## src/rtl/ripple_carry_4bit.sv

```systemverilog
// Registered N-bit ripple-carry adder: sum = a + b + cin with carry-out, signed
// overflow and zero flags captured one cycle after an accepted in_valid.
module ripple_carry_4bit #(
  parameter int WIDTH = 4
) (
  input  logic             clk,
  input  logic             rst_n,
  input  logic             in_valid,
  input  logic [WIDTH-1:0] a,
  input  logic [WIDTH-1:0] b,
  input  logic             cin,
  output logic [WIDTH-1:0] sum,
  output logic             cout,
  output logic             overflow,
  output logic             zero,
  output logic             out_valid
);

  // Handshake: in_valid qualifies a/b/cin for one cycle; there is no ready, so
  // every in_valid cycle is accepted and out_valid pulses exactly one cycle later.

  logic [WIDTH:0]   w_carry;
  logic [WIDTH-1:0] w_sum;
  logic             w_overflow;
  logic             w_zero;

  logic [WIDTH-1:0] r_sum;
  logic             r_cout;
  logic             r_overflow;
  logic             r_zero;
  logic             r_out_valid;

  assign w_carry[0] = cin;

  // One full-adder cell per bit; the carry ripples strictly cell to cell.
  for (genvar i = 0; i < WIDTH; i++) begin : g_cell
    logic w_p;
    assign w_p            = a[i] ^ b[i];
    assign w_sum[i]       = w_p ^ w_carry[i];
    assign w_carry[i+1]   = (a[i] & b[i]) | (w_carry[i] & w_p);
  end

  assign w_overflow = w_carry[WIDTH] ^ w_carry[WIDTH-1];
  assign w_zero     = (w_sum == '0);

  // Result registers only load on in_valid, so idle-cycle X on the operands
  // never reaches the state.
  always_ff @(posedge clk or negedge rst_n) begin
    if (!rst_n) begin
      r_sum       <= '0;
      r_cout      <= 1'b0;
      r_overflow  <= 1'b0;
      r_zero      <= 1'b0;
      r_out_valid <= 1'b0;
    end else begin
      r_out_valid <= in_valid;
      if (in_valid) begin
        r_sum      <= w_sum;
        r_cout     <= w_carry[WIDTH];
        r_overflow <= w_overflow;
        r_zero     <= w_zero;
      end
    end
  end

  assign sum       = r_sum;
  assign cout      = r_cout;
  assign overflow  = r_overflow;
  assign zero      = r_zero;
  assign out_valid = r_out_valid;

endmodule

```

## config.mk

```make
export PLATFORM = sky130hd
export DESIGN_NAME = ripple_carry_4bit
export DESIGN_NICKNAME = d
export VERILOG_FILES = /design/src/rtl/ripple_carry_4bit.sv
export SDC_FILE = /design/constraint.sdc
export NUM_CORES = 1
export LEC_CHECK = 0
export CORE_AREA = 2 2 39 41
export CTS_BUF_LIST = sky130_fd_sc_hd__clkbuf_4 sky130_fd_sc_hd__clkbuf_8
export CTS_CLUSTER_SIZE = 14
export DETAILED_ROUTE_END_ITERATION = 12
export DIE_AREA = 0 0 41 43
export HOLD_SLACK_MARGIN = 0.1
export PLACE_DENSITY_LB_ADDON = 0.2
export SYNTH_ARGS = -nofsm -noshare
export SYNTH_HDL_FRONTEND = slang
export SYNTH_SLANG_ARGS = --single-unit
```

## constraint.sdc

```tcl
create_clock -name clk -period 2.25 [get_ports clk]
set_input_delay 0.225 -clock clk [delete_from_list [all_inputs] [get_ports clk]]
set_output_delay 0.225 -clock clk [all_outputs]
set_load 0.02 [all_outputs]
```

==> results of run 1 <==
-- repair_timing --
item / CTS / global route
pin swaps: 4 / 1
setup endpoints to repair: 3 / 1
buffers inserted: 1 / 0
resized for setup: 11 / 1
endpoints found under the hold margin: 0 / 0
-- metrics by stage --
stage	area [µm²]	std cells
after floorplan	437	27
after global placement	651	63
after detailed placement	651	63
after CTS	679	67
after global routing	674	67
final	674	67
-- cells in the mapped netlist --
library cell	n	area share [%]
dfrtp_1	8	47
inv_1	5	4.4
mux2_4	5	17
fa_1	4	19
mux2i_1	2	4.7
buf_6	1	2.6
nor4b_2	1	3.5
xnor2_1	1	2.0
-- kinds of logic after synthesis --
kind of cell,count (synthesis)
DFF,8
muxes,7
and+or+nand+nor,1
xor gates and xnor gates,1
buffers and inverters,6
adders and majority gates,4
-- cell usage in the layout (no fill, tap or decap) --
master,instances
fa_1,1
inv_2,1
nor4b_4,1
clkbuf_2,1
inv_1,4
mux2i_1,2
buf_4,3
clkbuf_4,3
clkdlybuf4s50_1,16
buf_2,2
mux2_4,5
fa_2,3
dfrtp_1,8
xnor2_1,1
-- flip-flops by register name (all words and copies together) (netlist names) --
register and count:
sum 4, out_valid 1, zero 1, cout 1
overflow 1
-- worst paths after layout --
path | from | endpoint
worst min register to register | sum[0] | sum[0]
min in group clk | a[0] | sum[0]
worst max register to register | overflow | overflow
max in group asynchronous | rst_n | cout
worst min-delay path | rst_n | overflow
worst max-delay path | a[1] | zero
-- worst max-delay path: stages --
cell and delay, ns:
clkdlybuf4s50_1 0.45, fa_2 0.41, fa_2 0.36, inv_2 0.07, fa_1 0.43, nor4b_4 0.15
mux2_4 0.25
-- power groups by stage --
| stage | clock network, µW | logic [µW] | registers (µW) |
|---|---|---|---|
| 2_1_floorplan | 0 | 68.1 | 218 |
| 3_3_place_gp | 0 | 190 | 185 |
| 3_5_place_dp | 0 | 196 | 187 |
| 4_1_cts | 113 | 204 | 185 |
| 5_1_grt | 125 | 215 | 188 |
| 6_report | 108 | 201 | 184 |
-- routing by layer --
layer	global-route usage, %	share of wire, %	vias to the layer above
met3	3.14	5.8	0
met5	0	0	-
li1	-	-	135
met1	13.6	38	133
met4	6.00	0	0
met2	22.2	56	9
-- final cells by class --
| type | instances | area share, % |
|---|---|---|
| well taps | 16 | 2.97 |
| clock buffers | 3 | 3.34 |
| inverters | 5 | 2.78 |
| multi-input cells | 13 | 31.9 |
| repair buffers | 22 | 29.3 |
| flip-flops and latches | 8 | 29.7 |
==> run metrics, run 1 <==
share of cells above drive strength 1=37.3%; hpwl dp=764 µm; worst slew pin tran=0.486 ns; Die X=41 µm; Reg2Reg Depth=1; clock slew at reported path FFs=0.05 ns; first-pass GRT wire length=1430 µm; Distinct cells, synth=8; Root Driver=clkbuf_4; worst endpoint data arrival time=2.34 ns; sequential share of the synthesized area=46.6%; Fmax=0.452 GHz; post-synthesis xor/xnor area fraction=2.04%; Lkg Pwr=0.000312 µW; worst path required time=2.38 ns; fill count=120; largest family of logic cells by synthesized area=multiplexers; combinational share of power=40.8%; Switching Power=146 µW; Simple-Gate Fraction of Synth Area=3.50%; clock sink total=8; min Tclk post-route=2.21 ns; Max-cap violations=0; WL/cell=13.7 µm; mux cell area share after synthesis=22.2%; Final Cycle Share=98.3%; CTS max path bufs=2; clock latency on the worst-skew pair=0.25 ns; Pre-Repair DR Iteration Count=1; drc violations=0; count of pins over their slew limit=0; htree depth=1; Row Count=14; largest net degree at the start of global routing=9; via count=277; critical path peak fanout=2; clock power share=21.9%; Multi-input gate area=215 µm²; fin nets=69; Crit Path Category=input port to flip-flop; mapped cell area=429 µm²; initial antenna violation count=0; class of the most critical hold timing path=input port to asynchronous set/reset pin; Final ANT Viol Nets=0; status=finished clean; Worst VDD drop=0.262 mV; Max-slew headroom=67.5%; CTS Hold Bufs=0; Placer Congestion=0.650; Seq pwr share=37.4%; #FFs+latches synth=8; GRT overflow=0; port bufs=19; Ant. Diodes=0; FF/Latch Area=200 µm²; PwrDens=731 nW/µm²; synthesis-to-finish area growth=57.1%; Final TNS setup=0 ns; Final Util=48.7%; R2R Setup Slk=1.48 ns; Hold Violations, Final=0; synthesized area per cell=15.9 µm²; RSZ-0062 raised after global routing=no; fraction of the mapped netlist area in compound gates=0%; final setup margin=0.0381 ns; syn_nets=43; Die Y=43 µm; Total Power=493 µW; vias in the first global route=333; CTS tree=yes; Synth Area in Adders=18.7%; CP Launch Type=input port; final clock skew=0 ns; Core Region=1380 µm²; DR vias/cell=4.13; Mapped Cells=27; dpl ws=-0.642 ns; drt first-iter violations=0; Pint=347 µW; Total Die Area=1760 µm²; Starting Density=31.0%; CP Capture Type=flip-flop; gr usage total=12.9%; WL final=917 µm; IO Pins=20; switching part of the total power=29.6%; Synth Warn #=0; CTS Buf Count=3; WHS=0.254 ns; final setup fails=0
Power figures use the tool's default switching activity.
==> run 2: changes to the inputs <==
- ABC_AREA: default -> 1
==> run 2 against run 1 <==
Non-clock buffer count decreased by 2. Core utilization decreased by 2.4 points. Sequential power decreased by 5%. Total power decreased by 15%. Critical path type unchanged. Final area decreased by 4.8%. Critical path depth increased by 3. Die area unchanged. Global-route usage decreased by 3.2 points. First-iteration DRC count unchanged. Synthesized cell count increased by 52%. Fmax increased by 1.9%.
==> run metrics, run 2 <==
clock slew at reported path FFs=0.05 ns (about the same); drc violations=0 (unchanged); worst reg2reg endpoint=sum[3] (was overflow); # Post-CTS Setup Buffers=0 (was 1); mapped cell area=398 µm² (was 429 µm²); Max-slew headroom=76.8% (was 67.5%); Total Die Area=1760 µm² (unchanged); RSZ-0062 raised after global routing=no (unchanged); R2R Setup Slk=1.64 ns (was 1.48 ns); syn_nets=57 (was 43); fin nets=82 (was 69); CP Launch Type=input port (unchanged); drt first-iter violations=0 (unchanged); worst endpoint data arrival time=2.31 ns (was 2.34 ns); Final ANT Viol Nets=0 (unchanged); combinational share of power=33.9% (was 40.8%); Placer Congestion=0.657 (was 0.650); most frequent cell after synthesis=nand2_1 (was dfrtp_1); switching part of the total power=29.2% (was 29.6%); clock latency on the worst-skew pair=0.25 ns (about the same); Total Power=421 µW (was 493 µW); Lkg Pwr=0.000310 µW (was 0.000312 µW); #FFs+latches synth=8 (unchanged); Worst VDD drop=0.228 mV (was 0.262 mV); Root Driver=clkbuf_4 (unchanged); WL final=694 µm (was 917 µm); worst path required time=2.39 ns (was 2.38 ns); Fmax=0.461 GHz (was 0.452 GHz); Starting Density=28.8% (was 31.0%); CTS tree=yes (unchanged); Reg2Reg Depth=2 (was 1); Pre-Repair DR Iteration Count=1 (unchanged); final clock skew=0 ns (unchanged); initial antenna violation count=0 (unchanged); CTS Hold Bufs=0 (unchanged); most frequent cells after synthesis=nand2_1, dfrtp_1, inv_1 (was dfrtp_1, inv_1, mux2_4); Yosys top cell by area=dfrtp_1 (unchanged); gr usage total=9.64% (was 12.9%); post-route design area=642 µm² (was 674 µm²); Main synth FF type=dfrtp_1 (unchanged); Row Count=14 (unchanged); CTS Buf Count=3 (unchanged); sequential share of the synthesized area=50.3% (was 46.6%); Seq pwr share=41.2% (was 37.4%); Distinct cells, synth=9 (was 8); fill count=150 (was 120); EDFF count, synth=0 (unchanged); Pint=298 µW (was 347 µW); largest net degree at the start of global routing=10 (was 9); Hold Violations, Final=0 (unchanged); Die X=41 µm (unchanged); Synth Warn #=0 (unchanged); Placed Area=616 µm² (was 651 µm²); min Tclk post-route=2.17 ns (was 2.21 ns); clock power share=24.8% (was 21.9%); share of cells above drive strength 1=15.6% (was 37.3%); Final Util=46.4% (was 48.7%); status=finished clean (unchanged); synthesized area per cell=9.70 µm² (was 15.9 µm²); top post-synthesis cells by area=dfrtp_1, fa_1, nand2_1 (was dfrtp_1, fa_1, mux2_4); PwrDens=656 nW/µm² (was 731 nW/µm²); Switching Power=123 µW (was 146 µW); Final Cycle Share=96.5% (was 98.3%); CTS max path bufs=2 (unchanged); CP Capture Type=flip-flop (unchanged); commonest cells after routing, fill and taps aside=nand2_1, clkdlybuf4s50_1, dfrtp_1 (was clkdlybuf4s50_1, dfrtp_1, mux2_4); vias in the first global route=307 (was 333); reg2reg start=sum[3] (was overflow); Mapped Cells=41 (was 27); synthesis-to-finish area growth=61.3% (was 57.1%); Crit Path Category=input port to flip-flop (unchanged); class of the most critical hold timing path=input port to asynchronous set/reset pin (unchanged); WL/cell=8.68 µm (was 13.7 µm); commonest non-fill, non-tap cell in the layout=nand2_1 (was clkdlybuf4s50_1); Final TNS setup=0 ns (unchanged); max reg flops=4 (unchanged); Ant. Diodes=0 (unchanged); first-pass GRT wire length=1120 µm (was 1430 µm); count of pins over their slew limit=0 (unchanged); htree depth=1 (unchanged); clock sink total=8 (unchanged); port bufs=19 (unchanged); GRT overflow=0 (unchanged); Yosys top cell area share=50.3% (was 46.6%); final setup fails=0 (unchanged); Max-cap violations=0 (unchanged); Die Y=43 µm (unchanged); DR vias/cell=4.24 (was 4.13); worst slew pin tran=0.347 ns (was 0.486 ns); Core Region=1380 µm² (unchanged); IO Pins=20 (unchanged); via count=339 (was 277); share of synthesized registers carrying an async set or reset=100% (unchanged); critical path peak fanout=2 (unchanged)
[run 2: cell count changes in the layout (fill, tap and decap cells not counted), sizes merged, moves of 3 or more]
cell         change
buf              -4
dlygate4sd2      +3
mux2             -5
nand2           +17
[run 2: per-stage QoR]
step / hold WS (ns) / worst slack [ns] / instances
floorplan: -0.0706 / 0.0402 / 41
finish: 0.250 / 0.0790 / 80
global route: 0.276 / 0.000441 / 80
CTS: 0.252 / 0.0428 / 80
global placement: 0.455 / -0.476 / 77
detailed placement: 0.458 / -0.509 / 77
[run 2: logic make-up (layout without fill, tap and decap cells)]
group / count (synthesis) / in the layout / share of synthesized area [%]
fa+ha+maj: 4 / 4 / 20.1
flops: 8 / 8 / 50.3
buf+inv: 6 / 29 / 5.66
simple gates: 21 / 21 / 20.4
compound gates: 2 / 2 / 3.46
[run 2: worst max-delay path by stage]
stage,from,slack [ns],endpoint
after floorplan,a[0],0.04,zero
after global placement,a[0],-0.48,zero
after detailed placement,a[0],-0.51,zero
after CTS,cin,0.04,zero
after global routing,cin,0.0004,zero
final,cin,0.08,zero
[run 2: cell type report]
| class | instances | area [µm²] | share of cell area, % |
|---|---|---|---|
| Sequential cell | 8 | 200 | 31.2 |
| Timing Repair Buffer | 20 | 194 | 30.2 |
| Multi-Input combinational cell | 27 | 183 | 28.5 |
| Clock buffer | 3 | 22.5 | 3.51 |
| Inverter | 6 | 22.5 | 3.51 |
| Tap cell | 16 | 20.0 | 3.12 |
[run 2: critical path, stage by stage]
cell,delay [ns]
dlygate4sd2_1,0.25
fa_2,0.40
fa_2,0.36
fa_2,0.35
inv_2,0.08
fa_1,0.43
inv_1,0.07
nor2_1,0.03
nand3_1,0.05
nand2_1,0.05
[run 2: routing by layer]
layer | share of wire, % | vias up | GRT usage [%]
met5 | 0 | - | 0
met4 | 0 | 0 | 10.0
met3 | 8.4 | 0 | 0
met2 | 47 | 16 | 13.4
met1 | 44 | 153 | 12.3
li1 | - | 170 | -
[run 2: power groups by stage]
stage / clock, µW / combinational (µW) / sequential [µW]
floorplan: 0 / 42.7 / 201
global placement: 0 / 143 / 176
detailed placement: 0 / 144 / 176
CTS: 112 / 145 / 174
global route: 113 / 158 / 176
finish: 104 / 143 / 174
[run 2: what timing repair did]
item,CTS,global route
cloned,0,0
gates resized for setup,7,0
pin swaps,4,1
setup endpoints to repair,3,1
